<file path="src/rtl/pc_sequencer.sv">
// Fetch PC sequencer: boot delay, sequential/jump/branch selection, load-use stall and stall watchdog.
// Optional macro PC_ALIGN_CHECK_EN: force redirect targets word-aligned and flag misaligned ones.
module pc_sequencer #(
  parameter logic [31:0] RESET_PC    = 32'h0000_0000,
  parameter int unsigned BOOT_CYCLES = 2,
  parameter int unsigned MAX_STALL   = 15
) (
  input  logic        clk_i,
  input  logic        rst_i,
  input  logic        start_i,
  input  logic        hd_i,
  input  logic        branch_i,
  input  logic [31:0] branch_tgt_i,
  input  logic        jump_i,
  input  logic [31:0] jump_tgt_i,
  output logic [31:0] pc_o,
  output logic        pc_we_o,
  output logic        ifid_we_o,
  output logic        ifid_flush_o,
  output logic        running_o,
  output logic        stall_err_o,
  output logic        align_err_o
);

  localparam int unsigned PC_W  = 32;
  localparam int unsigned BCW   = 4;
  localparam int unsigned SCW   = 8;
  localparam logic [BCW-1:0] BOOT_LAST = BCW'(BOOT_CYCLES - 1);
  localparam logic [SCW-1:0] STALL_MAX = SCW'(MAX_STALL);

  typedef enum logic [1:0] {
    IDLE  = 2'd0,
    BOOT  = 2'd1,
    RUN   = 2'd2,
    STALL = 2'd3
  } state_t;

  state_t          state_q, state_d;
  logic [BCW-1:0]  boot_cnt_q, boot_cnt_d;
  logic [PC_W-1:0] pc_q, pc_d;
  logic [SCW-1:0]  stall_cnt_q, stall_cnt_d;
  logic            stall_err_q, stall_err_d;
  logic            running_q;
  logic            redirect;
  logic [PC_W-1:0] tgt_raw, tgt;

  // Jump wins over branch when both are asserted.
  assign tgt_raw = jump_i ? jump_tgt_i : branch_tgt_i;

`ifdef PC_ALIGN_CHECK_EN
  logic align_err_q;
  assign tgt         = {tgt_raw[PC_W-1:2], 2'b00};
  assign align_err_o = align_err_q;

  always_ff @(posedge clk_i or negedge rst_i) begin
    if (!rst_i) align_err_q <= 1'b0;
    else if (redirect && (tgt_raw[1:0] != 2'b00)) align_err_q <= 1'b1;
  end
`else
  assign tgt         = tgt_raw;
  assign align_err_o = 1'b0;
`endif

  // Next-state, next-PC, watchdog and combinational enables.
  always_comb begin
    state_d      = state_q;
    boot_cnt_d   = boot_cnt_q;
    pc_d         = pc_q;
    stall_cnt_d  = stall_cnt_q;
    pc_we_o      = 1'b0;
    ifid_we_o    = 1'b0;
    ifid_flush_o = 1'b0;
    redirect     = 1'b0;
    if (start_i) begin
      case (state_q)
        IDLE: begin
          ifid_flush_o = 1'b1;
          state_d      = BOOT;
          boot_cnt_d   = '0;
        end
        BOOT: begin
          ifid_flush_o = 1'b1;
          if (boot_cnt_q == BOOT_LAST) state_d = RUN;
          else boot_cnt_d = boot_cnt_q + BCW'(1);
        end
        RUN, STALL: begin
          if (hd_i) begin
            // ID instruction is re-presented, so any redirect now is ignored.
            state_d = STALL;
            if (stall_cnt_q < STALL_MAX) stall_cnt_d = stall_cnt_q + SCW'(1);
          end else begin
            state_d     = RUN;
            stall_cnt_d = '0;
            pc_we_o     = 1'b1;
            if (jump_i || branch_i) begin
              redirect     = 1'b1;
              pc_d         = tgt;
              ifid_flush_o = 1'b1;
            end else begin
              pc_d      = pc_q + PC_W'(4);
              ifid_we_o = 1'b1;
            end
          end
        end
        default: state_d = IDLE;
      endcase
    end
    stall_err_d = stall_err_q | (stall_cnt_d == STALL_MAX);
  end

  always_ff @(posedge clk_i or negedge rst_i) begin
    if (!rst_i) begin
      state_q     <= IDLE;
      boot_cnt_q  <= '0;
      pc_q        <= RESET_PC;
      stall_cnt_q <= '0;
      stall_err_q <= 1'b0;
      running_q   <= 1'b0;
    end else begin
      state_q     <= state_d;
      boot_cnt_q  <= boot_cnt_d;
      pc_q        <= pc_d;
      stall_cnt_q <= stall_cnt_d;
      stall_err_q <= stall_err_d;
      running_q   <= (state_d == RUN) || (state_d == STALL);
    end
  end

  assign pc_o        = pc_q;
  assign running_o   = running_q;
  assign stall_err_o = stall_err_q;

endmodule

</file>
<file path="config.mk">
export PLATFORM = sky130hd
export DESIGN_NAME = pc_sequencer
export DESIGN_NICKNAME = d
export VERILOG_FILES = /design/src/rtl/pc_sequencer.sv
export SDC_FILE = /design/constraint.sdc
export NUM_CORES = 1
export LEC_CHECK = 0
export ABC_AREA = 1
export CORE_MARGIN = 4
export CORE_UTILIZATION = 25
export DETAILED_ROUTE_END_ITERATION = 12
export PLACE_DENSITY = 0.52
export SYNTH_ARGS = -nofsm -noshare
export SYNTH_HDL_FRONTEND = slang
export SYNTH_SLANG_ARGS = --single-unit
</file>
<file path="constraint.sdc">
create_clock -name clk_i -period 2.35 [get_ports clk_i]
set_input_delay 0.47 -clock clk_i [delete_from_list [all_inputs] [get_ports clk_i]]
set_output_delay 0.47 -clock clk_i [all_outputs]
set_load 0.02 [all_outputs]
</file>
== Word level (Yosys, flattened, before mapping) ==
Cells that the tools add are included.
Storage, ports and cells
  logic and storage cells: 51
  output and inout port bits: 38
  register bits: 48
  input port bits: 70
Cells by class
  add/subtract/negate cells: 3
  magnitude comparators: 1
  bitwise gates (word level): 2
  reduce and logical (&&, ||, !) cells: 8
  eq/ne operators: 8
  multiplexer cells: 23
Operators by type and width (count)
  2-to-1 mux 32 bit: 2
  adder 32 x 3 -> 32 bit, second input constant: 1
  2-to-1 mux 8 bit: 4
  2-to-1 mux 1 bit: 11
  adder 8 x 1 -> 8 bit, second input constant: 1
  == test 2 bit, second input constant: 4
  == test 8 x 4 -> 1 bit, second input constant: 1
  less-than comparator 8 x 4 -> 1 bit, second input constant: 1
  case mux 4 bit (2 select lines): 1
  case mux 2 bit (3 select lines): 1
  AND reduction 3 bit: 2
  adder 4 x 1 -> 4 bit, second input constant: 1
  == test 4 x 1 -> 1 bit, second input constant: 1
  2-to-1 mux 2 bit: 2
  2-to-1 mux 4 bit: 1
  OR reduction 2 bit: 2
  == test 2 x 1 -> 1 bit, second input constant: 1
  logical NOT 2 bit: 1
  logical OR 1 bit: 2
  inequality test 2 bit, second input constant: 1
  case mux 1 bit (2 select lines): 1
  nonzero test 2 bit: 1
  inverter 1 bit: 1
  bitwise OR 1 bit: 1

== Depth between registers and ports, before layout ==
  depth in word-level cells: 7
  gate-level depth with buffers: 10
  depth with buffers taken out: 10

== Worst setup path after synthesis ==
Ideal clock, no wire load.
  path kind: input to output
  start: input port jump_i
  end: output port ifid_flush_o
  cell stages on the path: 4
  data required time: 1.880 ns
  arrival: 1.409 ns
  buffers on the path: 2
  slack: 0.471 ns
  cells stage by stage: buf_2 nor2_4 buf_2 o31ai_1
On the way
  word-level cells in the longest chain between the ends: 5
RTL lines
  start, declared: line 14  | input logic jump_i,
  logical OR 1 bit: line 95  | if (jump_i || branch_i) begin
  2-to-1 mux 1 bit: line 95
  2-to-1 mux 1 bit: line 87  | if (hd_i) begin
  case mux 1 bit (2 select lines): line 75  | case (state_q)
  2-to-1 mux 1 bit: line 74  | if (start_i) begin
  end, declared: line 19  | output logic ifid_flush_o,
Every way passes these cells.

== Worst setup path in the final report ==
  start: input port start_i
  end: output port ifid_we_o
On the way
  word-level cells in the longest chain between the ends: 1
RTL lines
  start, declared: line 10  | input logic start_i,
  2-to-1 mux 1 bit: line 74
  end, declared: line 18  | output logic ifid_we_o,
Every way passes these cells.

==> impl_results.rst <==
.. list-table::
   :header-rows: 1

   * - Metric
     - Value
   * - Layout fillers
     - about 1,400
   * - Die boundary height
     - between 100 and 150 um
   * - Type of element launching the critical path
     - primary input
   * - Via count of the first global-routing pass
     - between 3,000 and 4,000
   * - Synth unique cells
     - 34
   * - Area enclosed by the die boundary
     - 0.0152 sq mm
   * - Pin count of the biggest net entering global routing
     - approximately 40
   * - Area share of the leading cell type in the synthesized netlist
     - around 36%
   * - Commonest cells after routing, fill and taps aside
     - 126 x sky130_fd_sc_hd__nand2_1, 102 x sky130_fd_sc_hd__clkdlybuf4s50_1, 78 x sky130_fd_sc_hd__nor2_1, 48 x sky130_fd_sc_hd__dfrtp_1, 38 x sky130_fd_sc_hd__inv_1
   * - Number of antenna diodes
     - 0
   * - Total wire length
     - 11,200 um
   * - Number of nets in the layout
     - 657
   * - Vias per std cell
     - between 4 and 5
   * - Core outline area
     - around 0.013 sq mm
   * - Cell area after synthesis
     - between 0.003 and 0.004 sq mm
   * - Count of endpoints failing setup in the final report
     - 0
   * - CTS HTree Levels
     - 2
   * - Tcrit/Tclk final
     - a little over nine tenths
   * - Post-DR wirelength/cell
     - 14.8 um
   * - TritonCTS clock tree
     - built
   * - Largest area contributor in the synthesized netlist
     - sky130_fd_sc_hd__dfrtp_1
   * - Number of max-cap violations
     - 0
   * - Post-detailed-placement half-perimeter wirelength
     - between 8000 and 9000 um
   * - Most common cell after layout, fill and taps aside
     - sky130_fd_sc_hd__nand2_1
   * - Worst skew pair latency
     - 290 ps
   * - Setup TNS
     - 0 ps
   * - Row count
     - just over 40
   * - Status
     - finished clean
   * - Overall global routing resource usage
     - 15.0%
   * - Antenna violations before repair
     - 0
   * - Horiz. Die Dim
     - 123 um
   * - Number of buffers added on ports
     - approximately 110
   * - Register bit total from synthesis
     - 48
   * - Clock root cell
     - sky130_fd_sc_hd__clkbuf_16
   * - Shortest clock period the worst path allows after layout
     - roughly 2200 ps
   * - Count of routing violations after the opening detailed-route iteration
     - around 160
   * - Number of sinks handled by clock tree synthesis
     - between 40 and 50
   * - Number of placed cells counting well taps
     - approximately 750
   * - Layout cell share with drive strength beyond 1
     - between 10% and 20%
   * - Startpoint of the lowest-slack register-to-register path
     - stall_cnt_q[0]$_DFF_PN0_
   * - I/O pins
     - approximately 110
   * - Final setup skew
     - 7.11 ps
   * - Areal power density over the cells
     - between 800 and 900 mW/mm^2
   * - Maximum fanout count along the critical path
     - 3
   * - Total CTS buffers
     - 5
   * - Kind of critical path
     - in2out
   * - Antenna viol nets, final
     - 0
   * - Highest ir drop seen on vdd
     - around 0.28 mV
   * - Hold Crit Class
     - in2async
   * - Nature of the critical path endpoint
     - output pin
   * - Area growth from synthesis to layout
     - 44.2%
   * - RSZ-0062 raised after global routing
     - no
   * - Cell types occupying the most area after synthesis
     - sky130_fd_sc_hd__dfrtp_1 36%, sky130_fd_sc_hd__nand2_1 14%, sky130_fd_sc_hd__nor2_1 8.8%, sky130_fd_sc_hd__a221oi_1 4.5%, sky130_fd_sc_hd__inv_1 4.3%
   * - Effective utilization at floorplan
     - between 20% and 30%
   * - Number of remaining DRC errors
     - 0
   * - Leftover overflow at the end of global routing
     - 0
   * - Origin of the worst setup path
     - start_i
   * - Wire length of the first global-routing pass
     - around 18,000 um
   * - Vias post-DR
     - 3,441
   * - Number of hold-slack violations in the final timing report
     - 0
   * - Final Slew Violations
     - 0
   * - Post-layout instance count excluding filler cells
     - approximately 760
   * - Required time worst endpoint
     - about 1900 ps
   * - Count of yosys warnings during synthesis
     - 0
   * - CP arrival
     - 1780 ps
   * - Average instance area after synthesis
     - slightly above 7 sq um
   * - Gpl congestion
     - approximately 0.85
   * - Top achievable clock speed
     - ~440 MHz
   * - Static leakage
     - ~2.0 nW
   * - Maximum buffer depth of the clock tree
     - 2
   * - Number of instances in the synthesized netlist
     - between 400 and 500
   * - DRT Pass-1 Iters
     - 5
   * - Post-synth net total
     - ~550
   * - Number of post-CTS setup repair buffers
     - 0
   * - Fraction of the yosys area taken by sequential cells
     - 36.0%
   * - Register clock-pin slew on the reported worst setup and hold paths
     - about 60 ps
## layer usage
metal,track usage (%),share of wire (%)
met3,3.66,7.5
met4,3.46,0.74
met2,23.5,45
met1,20.9,47
met5,0,0
## flip-flops by register name (all words and copies together), names as in the netlist
register,count
boot_cnt_q,4
pc_o,32
running_o,1
stall_cnt_q,8
stall_err_o,1
state_q,2
## where the power goes
part           internal, mW  leakage [nW]  switching [mW]
Clock                 0.387        0.0657           0.312
Combinational         0.794          1.36           0.964
Sequential             1.06         0.555           0.337
## metrics by stage
| stage | hold slack, ps | utilization (%) | total power, mW | setup WS [ps] | cell area (sq um) |
|---|---|---|---|---|---|
| after floorplan | 174 | - | 2.38 | 471 | 3330 |
| after global placement | 425 | 36.4 | 3.17 | -208 | 4670 |
| after detailed placement | 417 | 36.4 | 3.19 | -212 | 4670 |
| after CTS | 98.9 | 37.5 | 3.92 | 65.9 | 4810 |
| after global routing | 114 | 37.5 | 4.18 | 7.15 | 4810 |
| final | 98.7 | 37.5 | 3.86 | 100 | 4810 |
## path summary, 6_finish.rpt
path	slack (ps)	to	cells past startpoint
max	100	ifid_we_o	6
min	100	stall_cnt_q[3]$_DFF_PN0_	1
max reg2reg	650	stall_err_o$_DFF_PN0_	10
min reg2reg	470	stall_err_o$_DFF_PN0_	2
max in group asynchronous	1630	pc_o[3]$_DFFE_PN0P_	2
min in group clk_i	470	stall_err_o$_DFF_PN0_	2
## critical path: stages
cell and delay (ps):
sky130_fd_sc_hd__clkdlybuf4s50_1 480, sky130_fd_sc_hd__nand2_1 100, sky130_fd_sc_hd__nor2_4 120, sky130_fd_sc_hd__inv_2 40
sky130_fd_sc_hd__nor2_1 190, sky130_fd_sc_hd__dlygate4sd2_1 370
## Yosys cell counts, drive strengths merged
| master | n |
|---|---|
| o22ai | 1 |
| o31ai | 1 |
| a22oi | 15 |
| nand3 | 22 |
| nand2 | 137 |
| o21a | 1 |
| a221oi | 17 |
| xnor2 | 2 |
| nand4 | 4 |
| a31oi | 10 |
| o211ai | 3 |
| dfrtp | 48 |
| xor2 | 5 |
| buf | 10 |
| a21oi | 20 |
| o21ai | 6 |
| nor2 | 99 |
| conb | 1 |
| o221ai | 1 |
| ha | 4 |
| o21bai | 1 |
| nand3b | 10 |
| a41oi | 1 |
| inv | 41 |
| or2 | 5 |
| clkbuf | 6 |
## cells by family (layout without fill, tap and decap cells)
family / Yosys count / count (layout) / synth area share [%]
adder cells (fa/ha/maj): 4 / 4 / 1.50
other: 1 / 1 / 0.112
flip-flops: 48 / 48 / 36.0
XOR/XNOR: 7 / 7 / 1.84
AND/OR/NAND/NOR: 277 / 277 / 38.0
AO/OA/AOI/OAI: 77 / 77 / 15.7
buffers and inverters: 57 / 169 / 6.83
## what timing repair did
item / CTS / global route
hold buffers: 0 / 0
setup endpoints to repair: 3 / 0
resized for setup: 3 / 0
## final cells by class
class	count	area [sq um]	share of cell area, %
inverters	41	154	3.20
flip-flops and latches	48	1200	25.0
multi-input cells	366	1910	39.7
repair buffers	121	1190	24.7
clock inverters	2	12.5	0.260
well taps	172	215	4.48
clock buffers	5	125	2.60
Note: power is estimated with default switching activity, not from simulation.
